<file path="src/rtl/uart_rx_if.sv">
// -----------------------------------------------------------------------------
// uart_rx_if
//   Groups the serial line and the byte-level outputs of the UART receiver.
//
//   rx          serial input, idle high, asynchronous to the receiver clock
//   rx_data     last correctly received byte
//   rx_valid    one-cycle strobe when rx_data is updated
//   frame_err   one-cycle strobe when a stop bit samples low
//   rx_busy     receiver is somewhere other than IDLE
//   byte_count  number of good frames since reset, wrapping
//
//   master : line side (drives rx, observes the receiver)
//   slave  : receiver side
// -----------------------------------------------------------------------------
interface uart_rx_if;
    logic        rx;
    logic [7:0]  rx_data;
    logic        rx_valid;
    logic        frame_err;
    logic        rx_busy;
    logic [15:0] byte_count;

    modport master (
        output rx,
        input  rx_data, rx_valid, frame_err, rx_busy, byte_count
    );

    modport slave (
        input  rx,
        output rx_data, rx_valid, frame_err, rx_busy, byte_count
    );
endinterface

</file>
<file path="src/rtl/uart_rx_receiver.sv">
// -----------------------------------------------------------------------------
// uart_rx_receiver
//   8N1 UART receiver. Resynchronises the serial line, validates the start bit
//   at half a bit period, samples data and stop bits at mid-bit and reports
//   each byte with a one-cycle strobe. A low stop bit raises frame_err and the
//   receiver then waits for the line to return high before looking for the
//   next start bit.
//
//   Parameters
//     CLKS_PER_BIT  clocks per bit period (at least 4)
//     HALF_BIT      clocks from start edge to the start validation sample
//
//   Ports
//     system_clock  single clock for the block
//     rst           asynchronous reset, active high
//     bus           uart_rx_if.slave: rx in; rx_data, rx_valid, frame_err,
//                   rx_busy, byte_count out
// -----------------------------------------------------------------------------
module uart_rx_receiver #(
    parameter int CLKS_PER_BIT = 868,
    parameter int HALF_BIT     = CLKS_PER_BIT / 2
) (
    input  logic     system_clock,
    input  logic     rst,
    uart_rx_if.slave bus
);
    localparam int               CNT_W     = $clog2(CLKS_PER_BIT);
    localparam logic [CNT_W-1:0] HALF_LAST = CNT_W'(HALF_BIT - 1);
    localparam logic [CNT_W-1:0] BIT_LAST  = CNT_W'(CLKS_PER_BIT - 1);

    typedef enum logic [2:0] {
        S_IDLE,
        S_START,
        S_DATA,
        S_STOP,
        S_WAIT_IDLE
    } state_t;

    state_t           r_state;
    state_t           w_state_nxt;
    logic             r_rx_s1;
    logic             r_rx_sync;
    logic [CNT_W-1:0] r_bit_cnt;
    logic [2:0]       r_bit_idx;
    logic [7:0]       r_shreg;
    logic [7:0]       r_rx_data;
    logic             r_rx_valid;
    logic             r_frame_err;
    logic [15:0]      r_byte_count;

    logic             w_cnt_clr;   // restart the in-bit clock counter
    logic             w_idx_clr;   // start bit accepted, data index to 0
    logic             w_shift;     // mid-bit sample of a data bit
    logic             w_good;      // stop bit sampled high
    logic             w_bad;       // stop bit sampled low

    // Two-flop synchronizer. Both stages reset to the idle line level so that
    // leaving reset never looks like a falling start edge.
    // NOTE: sequential state uses non-blocking assignments only, so every
    // flop samples the values from before the clock edge.
    always_ff @(posedge system_clock or posedge rst) begin
        if (rst) begin
            r_rx_s1   <= 1'b1;
            r_rx_sync <= 1'b1;
        end else begin
            r_rx_s1   <= bus.rx;
            r_rx_sync <= r_rx_s1;
        end
    end

    always_ff @(posedge system_clock or posedge rst) begin
        if (rst) begin
            r_state <= S_IDLE;
        end else begin
            r_state <= w_state_nxt;
        end
    end

    // NOTE: every output of this block gets a default before the case, so no
    // path through it can leave a signal unassigned and infer a latch.
    always_comb begin
        w_state_nxt = r_state;
        w_cnt_clr   = 1'b0;
        w_idx_clr   = 1'b0;
        w_shift     = 1'b0;
        w_good      = 1'b0;
        w_bad       = 1'b0;
        unique case (r_state)
            S_IDLE: begin
                w_cnt_clr = 1'b1;
                if (!r_rx_sync) begin
                    w_state_nxt = S_START;
                end
            end
            S_START: begin
                if (r_bit_cnt == HALF_LAST) begin
                    w_cnt_clr = 1'b1;
                    w_idx_clr = 1'b1;
                    // A line that is already high again was a glitch: drop it
                    // silently.
                    w_state_nxt = r_rx_sync ? S_IDLE : S_DATA;
                end
            end
            S_DATA: begin
                if (r_bit_cnt == BIT_LAST) begin
                    w_cnt_clr = 1'b1;
                    w_shift   = 1'b1;
                    if (r_bit_idx == 3'd7) begin
                        w_state_nxt = S_STOP;
                    end
                end
            end
            S_STOP: begin
                if (r_bit_cnt == BIT_LAST) begin
                    w_cnt_clr = 1'b1;
                    if (r_rx_sync) begin
                        w_good      = 1'b1;
                        w_state_nxt = S_IDLE;
                    end else begin
                        w_bad       = 1'b1;
                        w_state_nxt = S_WAIT_IDLE;
                    end
                end
            end
            S_WAIT_IDLE: begin
                // A break or stuck-low line must not be taken as a new start.
                w_cnt_clr = 1'b1;
                if (r_rx_sync) begin
                    w_state_nxt = S_IDLE;
                end
            end
            default: begin
                w_cnt_clr   = 1'b1;
                w_state_nxt = S_IDLE;
            end
        endcase
    end

    always_ff @(posedge system_clock or posedge rst) begin
        if (rst) begin
            r_bit_cnt    <= '0;
            r_bit_idx    <= '0;
            r_shreg      <= '0;
            r_rx_data    <= '0;
            r_rx_valid   <= 1'b0;
            r_frame_err  <= 1'b0;
            r_byte_count <= '0;
        end else begin
            r_bit_cnt   <= w_cnt_clr ? '0 : r_bit_cnt + CNT_W'(1);
            r_rx_valid  <= w_good;
            r_frame_err <= w_bad;

            if (w_idx_clr) begin
                r_bit_idx <= '0;
            end else if (w_shift) begin
                r_bit_idx <= r_bit_idx + 3'd1;
            end

            // LSB arrives first, so new bits enter at the top and move down.
            if (w_shift) begin
                r_shreg <= {r_rx_sync, r_shreg[7:1]};
            end

            if (w_good) begin
                r_rx_data    <= r_shreg;
                r_byte_count <= r_byte_count + 16'd1;
            end
        end
    end

    assign bus.rx_data    = r_rx_data;
    assign bus.rx_valid   = r_rx_valid;
    assign bus.frame_err  = r_frame_err;
    assign bus.rx_busy    = (r_state != S_IDLE);
    assign bus.byte_count = r_byte_count;

endmodule
</file>
<file path="src/flat_wrapper.sv">
// flat-port wrapper written by rule: the top's interface ports become plain ports
module uart_rx_receiver_flat 
#(
    parameter int CLKS_PER_BIT = 868,
    parameter int HALF_BIT     = CLKS_PER_BIT / 2
)
  (system_clock, rst, bus_rx, bus_rx_data, bus_rx_valid, bus_frame_err, bus_rx_busy, bus_byte_count);
  uart_rx_if bus_i ();
  input  logic system_clock;
  input  logic rst;
  input wire logic [$bits(bus_i.rx)-1:0] bus_rx;
  output wire logic [$bits(bus_i.rx_data)-1:0] bus_rx_data;
  output wire logic [$bits(bus_i.rx_valid)-1:0] bus_rx_valid;
  output wire logic [$bits(bus_i.frame_err)-1:0] bus_frame_err;
  output wire logic [$bits(bus_i.rx_busy)-1:0] bus_rx_busy;
  output wire logic [$bits(bus_i.byte_count)-1:0] bus_byte_count;
  assign bus_i.rx = bus_rx;
  assign bus_rx_data = bus_i.rx_data;
  assign bus_rx_valid = bus_i.rx_valid;
  assign bus_frame_err = bus_i.frame_err;
  assign bus_rx_busy = bus_i.rx_busy;
  assign bus_byte_count = bus_i.byte_count;
  uart_rx_receiver #(.CLKS_PER_BIT(CLKS_PER_BIT), .HALF_BIT(HALF_BIT)) u_core (.system_clock(system_clock), .rst(rst), .bus(bus_i));
endmodule
</file>
<file path="config.mk">
export PLATFORM = sky130hd
export DESIGN_NAME = uart_rx_receiver_flat
export DESIGN_NICKNAME = d
export VERILOG_FILES = /design/src/rtl/uart_rx_if.sv /design/src/rtl/uart_rx_receiver.sv /design/src/flat_wrapper.sv
export SDC_FILE = /design/constraint.sdc
export NUM_CORES = 1
export LEC_CHECK = 0
export BUFFER_PORTS_ARGS = -buffer_cell sky130_fd_sc_hd__buf_2
export CAP_MARGIN = 20
export CORE_UTILIZATION = 47
export CTS_CLUSTER_SIZE = 40
export DETAILED_ROUTE_END_ITERATION = 8
export GPL_TIMING_DRIVEN = 0
export PLACE_DENSITY = 0.79
export SETUP_SLACK_MARGIN = 0.4
export SYNTH_ARGS = -nofsm -noshare
export SYNTH_HDL_FRONTEND = slang
export SYNTH_SLANG_ARGS = --single-unit
</file>
<file path="constraint.sdc">
create_clock -name system_clock -period 2.31 [get_ports system_clock]
set_clock_uncertainty 0.05 [all_clocks]
set_input_delay 0.1155 -clock system_clock [delete_from_list [all_inputs] [get_ports system_clock]]
set_output_delay 0.1155 -clock system_clock [all_outputs]
set_load 0.05 [all_outputs]
</file>
==> results of run 1 <==
==> per-layer routing <==
layer | vias to the layer above | share of wire | wire length [µm]
met5 | - | 0 | 0
li1 | 838 | - | -
met1 | 933 | 0.44 | 2550
met2 | 53 | 0.51 | 2960
met3 | 10 | 0.037 | 214
met4 | 0 | 0.020 | 115
==> stage by stage <==
| stage | hold slack, ns | setup slack [ns] |
|---|---|---|
| 2_1_floorplan | 0.0700 | 0.289 |
| 3_3_place_gp | 0.175 | 0.165 |
| 3_5_place_dp | 0.0778 | 0.130 |
| 4_1_cts | 0.288 | 0.227 |
| 5_1_grt | 0.317 | 0.165 |
| 6_report | 0.288 | 0.209 |
==> critical path, stage by stage (launching register included) <==
cell,delay (ns)
sky130_fd_sc_hd__dfrtp_2,0.41
sky130_fd_sc_hd__or3b_4,0.41
sky130_fd_sc_hd__or3_4,0.36
sky130_fd_sc_hd__nor4_4,0.25
sky130_fd_sc_hd__buf_4,0.21
sky130_fd_sc_hd__mux2_4,0.30
==> Yosys cell counts, types with 3 or more instances <==
library cell	instances
sky130_fd_sc_hd__clkbuf_1	5
sky130_fd_sc_hd__nand3_1	9
sky130_fd_sc_hd__nand2_1	12
sky130_fd_sc_hd__ha_1	5
sky130_fd_sc_hd__mux2_2	18
sky130_fd_sc_hd__buf_4	3
sky130_fd_sc_hd__nor2_1	12
sky130_fd_sc_hd__and3_1	7
sky130_fd_sc_hd__nand4_1	10
sky130_fd_sc_hd__inv_1	4
sky130_fd_sc_hd__xor2_1	4
sky130_fd_sc_hd__xnor2_1	19
sky130_fd_sc_hd__nor3_1	13
sky130_fd_sc_hd__dfrtp_1	50
==> cells by family after synthesis <==
kind of cell,count (synthesis)
mux,18
compound gates,10
xor+xnor,23
simple gates,81
fa+ha+maj,5
flops,52
buf+inv,12
==> timing repair <==
item                                   4_1_cts  5_1_grt
gates cloned                                 2        2
gates resized for setup                     31       24
hold buffers                                 2        0
endpoints found under the hold margin       18        0
pin swaps                                    3        7
setup endpoints to repair                   45       43
buffers inserted                            16        4
==> power by group through the flow <==
stage,Combinational [µW],Clock [µW],Sequential [µW]
6_report,26.2,649,915
5_1_grt,30.7,695,915
4_1_cts,27.1,648,915
3_5_place_dp,24.6,0,932
3_3_place_gp,19.8,0,933
2_1_floorplan,13.6,0,932
==> worst paths after layout <==
kind | from | to | slack (ns) | depth (start not counted)
worst max-delay path | u_core.r_bit_cnt[2] | u_core.r_shreg[1] | 0.21 | 5
min in group system_clock | u_core.r_rx_s1 | u_core.r_rx_sync | 0.31 | 0
max in group asynchronous | rst | u_core.r_rx_sync | 1.33 | 4
worst max register to register | u_core.r_bit_cnt[2] | u_core.r_shreg[1] | 0.21 | 5
worst min-delay path | rst | u_core.bus.byte_count[8] | 0.29 | 3
worst min register to register | u_core.r_rx_s1 | u_core.r_rx_sync | 0.31 | 0
==> flip-flops by register name, indices dropped and copies added (netlist names) <==
name                   cells
u_core.r_shreg             8
u_core.bus.rx_valid        1
u_core.r_state             3
u_core.bus.rx_data         8
u_core.bus.frame_err       1
u_core.bus.byte_count     16
u_core.r_bit_cnt          10
u_core.r_bit_idx           3
u_core.r_rx_sync           1
u_core.r_rx_s1             1
==> cell usage in the layout (no fill, tap or decap), types with 2 or more instances in the layout <==
master / n
sky130_fd_sc_hd__clkbuf_8: 5
sky130_fd_sc_hd__nor2_1: 12
sky130_fd_sc_hd__a22o_1: 2
sky130_fd_sc_hd__clkinv_4: 2
sky130_fd_sc_hd__dfstp_2: 2
sky130_fd_sc_hd__dlygate4sd3_1: 2
sky130_fd_sc_hd__buf_8: 2
sky130_fd_sc_hd__nor3_1: 13
sky130_fd_sc_hd__nand3_1: 5
sky130_fd_sc_hd__nand4_1: 10
sky130_fd_sc_hd__nand2_1: 12
sky130_fd_sc_hd__xor2_1: 4
sky130_fd_sc_hd__ha_1: 4
sky130_fd_sc_hd__nand3b_1: 2
sky130_fd_sc_hd__xnor2_2: 2
sky130_fd_sc_hd__buf_6: 8
sky130_fd_sc_hd__mux2_4: 17
sky130_fd_sc_hd__dfrtp_1: 45
sky130_fd_sc_hd__nand4bb_4: 2
sky130_fd_sc_hd__nand3_4: 2
sky130_fd_sc_hd__nor4_4: 2
sky130_fd_sc_hd__nand3_2: 2
sky130_fd_sc_hd__clkbuf_1: 3
sky130_fd_sc_hd__a311oi_1: 2
sky130_fd_sc_hd__xnor2_1: 17
sky130_fd_sc_hd__buf_4: 16
sky130_fd_sc_hd__inv_1: 3
sky130_fd_sc_hd__dfrtp_2: 5
sky130_fd_sc_hd__buf_2: 30
sky130_fd_sc_hd__and3_1: 7
==> final cells by class <==
| cell class | count | area, µm² |
|---|---|---|
| well taps | 67 | 83.8 |
| clock inverters | 3 | 47.5 |
| plain buffers | 8 | 62.6 |
| flip-flops and latches | 52 | 1310 |
| repair buffers | 56 | 409 |
| fillers | 344 | 1610 |
| clock buffers | 5 | 68.8 |
| multi-input cells | 137 | 1210 |
| inverters | 4 | 15.0 |
==> results_dict.tcl, run 1 <==
set metrics [dict create \
    number_of_synthesized_flops_with_an_enable_pin 0 \
    grt_util_met2 0.353 \
    pin_count_of_the_biggest_net_entering_global_routing 36 \
    clkSlewWorstSetupHoldPaths_ns 0.10 \
    postSynthRegisterBits 52 \
    power.internal_uw 1250 \
    route.antenna.remaining_nets 0 \
    synth_top_cell_by_area "sky130_fd_sc_hd__dfrtp_1" \
    grt_pass1_wl_um 8560 \
    worst_hold_path_type "input pin to asynchronous set/reset pin" \
    timing.critical_path.arrival_ns 2.26 \
    grt_overflow_total 0 \
    worstSetupPathType "flip-flop to flip-flop" \
    clockRootBuffer "sky130_fd_sc_hd__clkbuf_8" \
    first_global_vias 1751 \
    total_routing_resource_utilization_after_global_routing 0.214 \
    synth_top_family_by_area "simple AND/OR/NAND/NOR gates" \
    start_kind "flip-flop" \
    synth-xor-area-share 0.0843 \
    rows 25 \
    core_um2 4820 \
    clock_latency_ns 0.31 \
    share_of_total_power_consumed_by_net_switching 0.216 \
    peakVddDrop_mv 0.331 \
    final_net_count 272 \
    die_x_um 73.3 \
    top_level_ports 30 \
    floorplan.die_area_um2 5370 \
    setup_total_negative_slack_ns 0 \
    worst-slew-pin-transition_ns 0.464 \
    wire_length_per_cell_um 17.6 \
    synth_top_cell_area_share 0.524 \
    dp_hpwl_um 3060 \
    leakagePower_uw 0.00148 \
    postLayoutCoreUtil 0.667 \
    cts_sinks 52 \
    syn_area_um2 2390 \
    tritoncts_clock_tree "yes" \
    finalCriticalPeriod_ns 2.10 \
    final-max-slew-violation-count 0 \
    synth.distinct_cells 37 \
    post-place-cells 298 \
    die_height_um 73.3 \
    start_util 0.496 \
    synthSimpleGateAreaFrac 0.202 \
    route.final.wire_length_um 5840 \
    syn_nets 209 \
    grt_busiest_layer "met2" \
    path_max_fanout 4 \
    fin_crit_sh 0.909 \
    dpl_cell_area_um2 2660 \
    detail_route.iter0.violations 88 \
    critPathRequiredTime_ns 2.47 \
    route.vias.total 1834 \
    final-hold-violation-count 0 \
    grt_setup_unrepaired "yes" \
    routed_via_count_divided_by_cell_count 5.52 \
    synth_top_flop_cell "sky130_fd_sc_hd__dfrtp_1" \
    power.sequential.fraction 0.575 \
    post_route_cells_drive_above_1_share 0.415 \
    pwr-share-clk 0.408 \
    antenna_found_initial 0 \
    netlist_instances 201 \
    clock_path_buffers 2 \
    worst_setup_ep_type "flip-flop" \
    insertedDiodeCount 0 \
    seq_area_frac_synth 0.546 \
    buffer_ports.inserted 29 \
    synth_compound_area_frac 0.0330 \
    routabilityCongestion 0.805 \
    timing.slew.headroom 0.690 \
    number_of_buffers_created_by_cts 5 \
    maxClockFrequency_mhz 476 \
    run_status "completed" \
    total_switching_power_uw 343 \
    post_synth_mux_area_share 0.0849 \
    number_of_max_cap_violations 0 \
    drt_drc 0 \
    grt_util_met3 0.0562 \
    area_delta_synth_final_pct 34.5 \
    synth_fa_ha_area_frac 0.0262 \
    design_power_total_uw 1590 \
    post_synth_main_area_contributors "sky130_fd_sc_hd__dfrtp_1 52%, sky130_fd_sc_hd__mux2_2 8.5%, sky130_fd_sc_hd__xnor2_1 7.0%, sky130_fd_sc_hd__nor3_1 2.7%, sky130_fd_sc_hd__ha_1 2.6%" \
    synth-warning-count 0 \
    final-setup-viol-count 0 \
    p_per_area_nw_per_um2 495 \
    synth-async-reset-ratio 1.00 \
    met1_track_utilization_from_global_routing 0.276 \
    layoutNonFillerInstCount 332 \
    htree_levels 2 \
    post_synth.cell_area_avg_um2 11.9 \
    finalInstanceArea_um2 3210 \
    p_comb_frac 0.016 \
    drtPass1Iterations 5 \
]
(Power assumes the default switching activity.)
==> inputs of run 2 (changes only) <==
- ABC_AREA: unset -> 1
- PLACE_DENSITY: 0.79 -> 0.78
==> results_dict.tcl, run 2 <==
set metrics [dict create \
    maxClockFrequency_mhz 568 \
    detail_route.iter0.violations 94 \
    cts_post_setup_buffers_inserted 0 \
    timing.critical_path.arrival_ns 1.91 \
    critical-path-slowest-cell "sky130_fd_sc_hd__dfrtp_1" \
    final-hold-violation-count 0 \
    peakVddDrop_mv 0.369 \
    critPathMaxStageDelay_ns 0.41 \
    synth-warning-count 0 \
    rows 26 \
    netlist_instances 317 \
    largest_reg_flops 16 \
    timing.slew.headroom 0.747 \
    routabilityCongestion 0.834 \
    syn_nets 325 \
    first_global_vias 2024 \
    p_per_area_nw_per_um2 551 \
    layout_common_cells "111 x sky130_fd_sc_hd__nand2_1, 50 x sky130_fd_sc_hd__dfrtp_1, 30 x sky130_fd_sc_hd__inv_1, 30 x sky130_fd_sc_hd__buf_2, 29 x sky130_fd_sc_hd__nor2_1" \
    most_used_standard_cell_by_instance_count_after_synthesis "sky130_fd_sc_hd__nand2_1" \
    post_route_cells_drive_above_1_share 0.168 \
    clock_latency_ns 0.31 \
    syn_area_um2 2630 \
    antenna_found_initial 0 \
    htree_levels 2 \
    start_kind "flip-flop" \
    synth_top_cell_area_share 0.476 \
    synth_top_flop_cell "sky130_fd_sc_hd__dfrtp_1" \
    setup_total_negative_slack_ns 0 \
    path_max_fanout 10 \
    buffer_ports.inserted 29 \
    grt_pass1_wl_um 8520 \
    dpl_cell_area_um2 2880 \
    seq_area_frac_synth 0.496 \
    area_delta_synth_final_pct 15.6 \
    tritoncts_clock_tree "yes" \
    drt_drc 0 \
    worst_hold_path_type "input pin to asynchronous set/reset pin" \
    die_x_um 76.8 \
    finalInstanceArea_um2 3040 \
    worstSetupPathType "flip-flop to flip-flop" \
    post_synth_main_area_contributors "sky130_fd_sc_hd__dfrtp_1 48%, sky130_fd_sc_hd__nand2_1 16%, sky130_fd_sc_hd__xor2_1 5.0%, sky130_fd_sc_hd__nand3_1 5.0%, sky130_fd_sc_hd__inv_1 4.4%" \
    floorplan.die_area_um2 5900 \
    wire_length_per_cell_um 11.6 \
    cts_sinks 52 \
    number_of_synthesized_flops_with_an_enable_pin 0 \
    number_of_buffers_created_by_cts 5 \
    insertedDiodeCount 0 \
    grt_setup_unrepaired "no" \
    route.vias.total 2120 \
    route.antenna.remaining_nets 0 \
    final_net_count 364 \
    critical-path-top-delay-family "simple AND/OR/NAND/NOR gates" \
    grt_overflow_total 0 \
    routed_via_count_divided_by_cell_count 4.96 \
    worst_path_most_repeated_cell "sky130_fd_sc_hd__nand2_1" \
    pin_count_of_the_biggest_net_entering_global_routing 44 \
    fill_cells 487 \
    post_synth.cell_area_avg_um2 8.29 \
    clkSlewWorstSetupHoldPaths_ns 0.09 \
    netlist_top_cells_count "111 x sky130_fd_sc_hd__nand2_1, 50 x sky130_fd_sc_hd__dfrtp_1, 31 x sky130_fd_sc_hd__inv_1" \
    clock_path_buffers 2 \
    total_routing_resource_utilization_after_global_routing 0.184 \
    final-setup-viol-count 0 \
    drtPass1Iterations 4 \
    postLayoutCoreUtil 0.580 \
    final-max-slew-violation-count 0 \
    start_util 0.502 \
    leakagePower_uw 0.00158 \
    synth.distinct_cells 28 \
    dp_hpwl_um 3610 \
    worst_setup_ep_type "flip-flop" \
    number_of_max_cap_violations 0 \
    synth-async-reset-ratio 1.00 \
    run_status "completed" \
    critPathRequiredTime_ns 2.46 \
    worst-slew-pin-transition_ns 0.376 \
    crit_buf_inv 2 \
    finalCriticalPeriod_ns 1.76 \
    clockRootBuffer "sky130_fd_sc_hd__clkbuf_8" \
    worstPathCellList "ha_1 -> nor3b_2 -> nand3_2 -> nor3_4 -> inv_2 -> buf_6 -> nand2_1 -> nand2_1" \
    timing.hold.ws_ns 0.218 \
    postSynthRegisterBits 52 \
    core_um2 5240 \
    top_level_ports 30 \
    layout.cells.most_common "sky130_fd_sc_hd__nand2_1" \
    route.final.wire_length_um 4940 \
    fin_crit_sh 0.762 \
    die_height_um 76.8 \
    synth_top_cell_by_area "sky130_fd_sc_hd__dfrtp_1" \
]
[run 2: cell count changes in the layout (fill, tap and decap cells not counted), moves of 15 or more]
| cell | before | now |
|---|---|---|
| sky130_fd_sc_hd__nand2_1 | 12 | 111 |
| sky130_fd_sc_hd__buf_4 | 16 | 0 |
| sky130_fd_sc_hd__mux2_4 | 17 | 0 |
| sky130_fd_sc_hd__nand3_1 | 5 | 26 |
| sky130_fd_sc_hd__nor2_1 | 12 | 29 |
| sky130_fd_sc_hd__xnor2_1 | 17 | 2 |
| sky130_fd_sc_hd__inv_1 | 3 | 30 |
[run 2: per-stage QoR]
stage	cells	setup WS, ns	power [µW]
floorplan	317	0.581	949
global placement	416	0.272	956
detailed placement	417	0.442	961
CTS	427	0.412	1690
global route	427	0.403	1720
finish	427	0.550	1670
[run 2: kinds of logic after synthesis]
family / Yosys count / synth area share
adder cells (fa/ha/maj): 5 / 0.0238
XOR/XNOR: 17 / 0.0566
AO/OA/AOI/OAI: 10 / 0.0195
buffers and inverters: 38 / 0.0604
AND/OR/NAND/NOR: 195 / 0.344
flip-flops: 52 / 0.496
[run 2: final timing paths]
kind / startpoint / slack, ns / cells after the start / to
max: u_core.r_bit_cnt[0] / 0.55 / 8 / u_core.bus.rx_data[0]
min: rst / 0.22 / 3 / u_core.bus.byte_count[9]
max reg2reg: u_core.r_bit_cnt[0] / 0.55 / 8 / u_core.bus.rx_data[0]
min reg2reg: u_core.r_rx_s1 / 0.31 / 0 / u_core.r_rx_sync
max in group asynchronous: rst / 1.45 / 4 / u_core.r_rx_s1
min in group system_clock: u_core.r_rx_s1 / 0.31 / 0 / u_core.r_rx_sync
[run 2: power by group]
| group | leakage [µW] | internal (µW) | total, µW | switching, µW |
|---|---|---|---|---|
| Combinational | 0.000808 | 7.69 | 29.2 | 21.5 |
| Clock | 0.0000654 | 433 | 731 | 298 |
| Sequential | 0.000705 | 913 | 914 | 1.62 |
[run 2: worst reg2reg max path, stage by stage, from the launching register on]
cell and delay, ns:
sky130_fd_sc_hd__dfrtp_1 0.41, sky130_fd_sc_hd__ha_1 0.25, sky130_fd_sc_hd__nor3b_2 0.28, sky130_fd_sc_hd__nand3_2 0.15
sky130_fd_sc_hd__nor3_4 0.18, sky130_fd_sc_hd__inv_2 0.07, sky130_fd_sc_hd__buf_6 0.14, sky130_fd_sc_hd__nand2_1 0.06
sky130_fd_sc_hd__nand2_1 0.05
[run 2: routing by layer]
| layer | part of all wire | global-route usage | wire, µm |
|---|---|---|---|
| met1 | 0.47 | 0.224 | 2300 |
| met2 | 0.47 | 0.309 | 2340 |
| met3 | 0.036 | 0.0345 | 177 |
| met4 | 0.024 | 0.0981 | 121 |
| met5 | 0 | 0 | 0 |
[run 2: timing repair]
action	in CTS	in global routing
hold buffers	2	0
endpoints found under the setup margin	0	26
endpoints found under the hold margin	51	0
gates resized for setup	0	1
[run 2: final cells by class]
cell class                 count  area (µm²)  share of cell area
sequential                    52        1300               0.429
timing repair buffer          32         185              0.0609
clock buffer                   6        72.6              0.0239
buffer                         3        27.5             0.00906
multi-input combinational    227        1170               0.385
inverter                      35         131              0.0432
clock inverter                 2        60.1              0.0198
tap                           70        87.6              0.0288
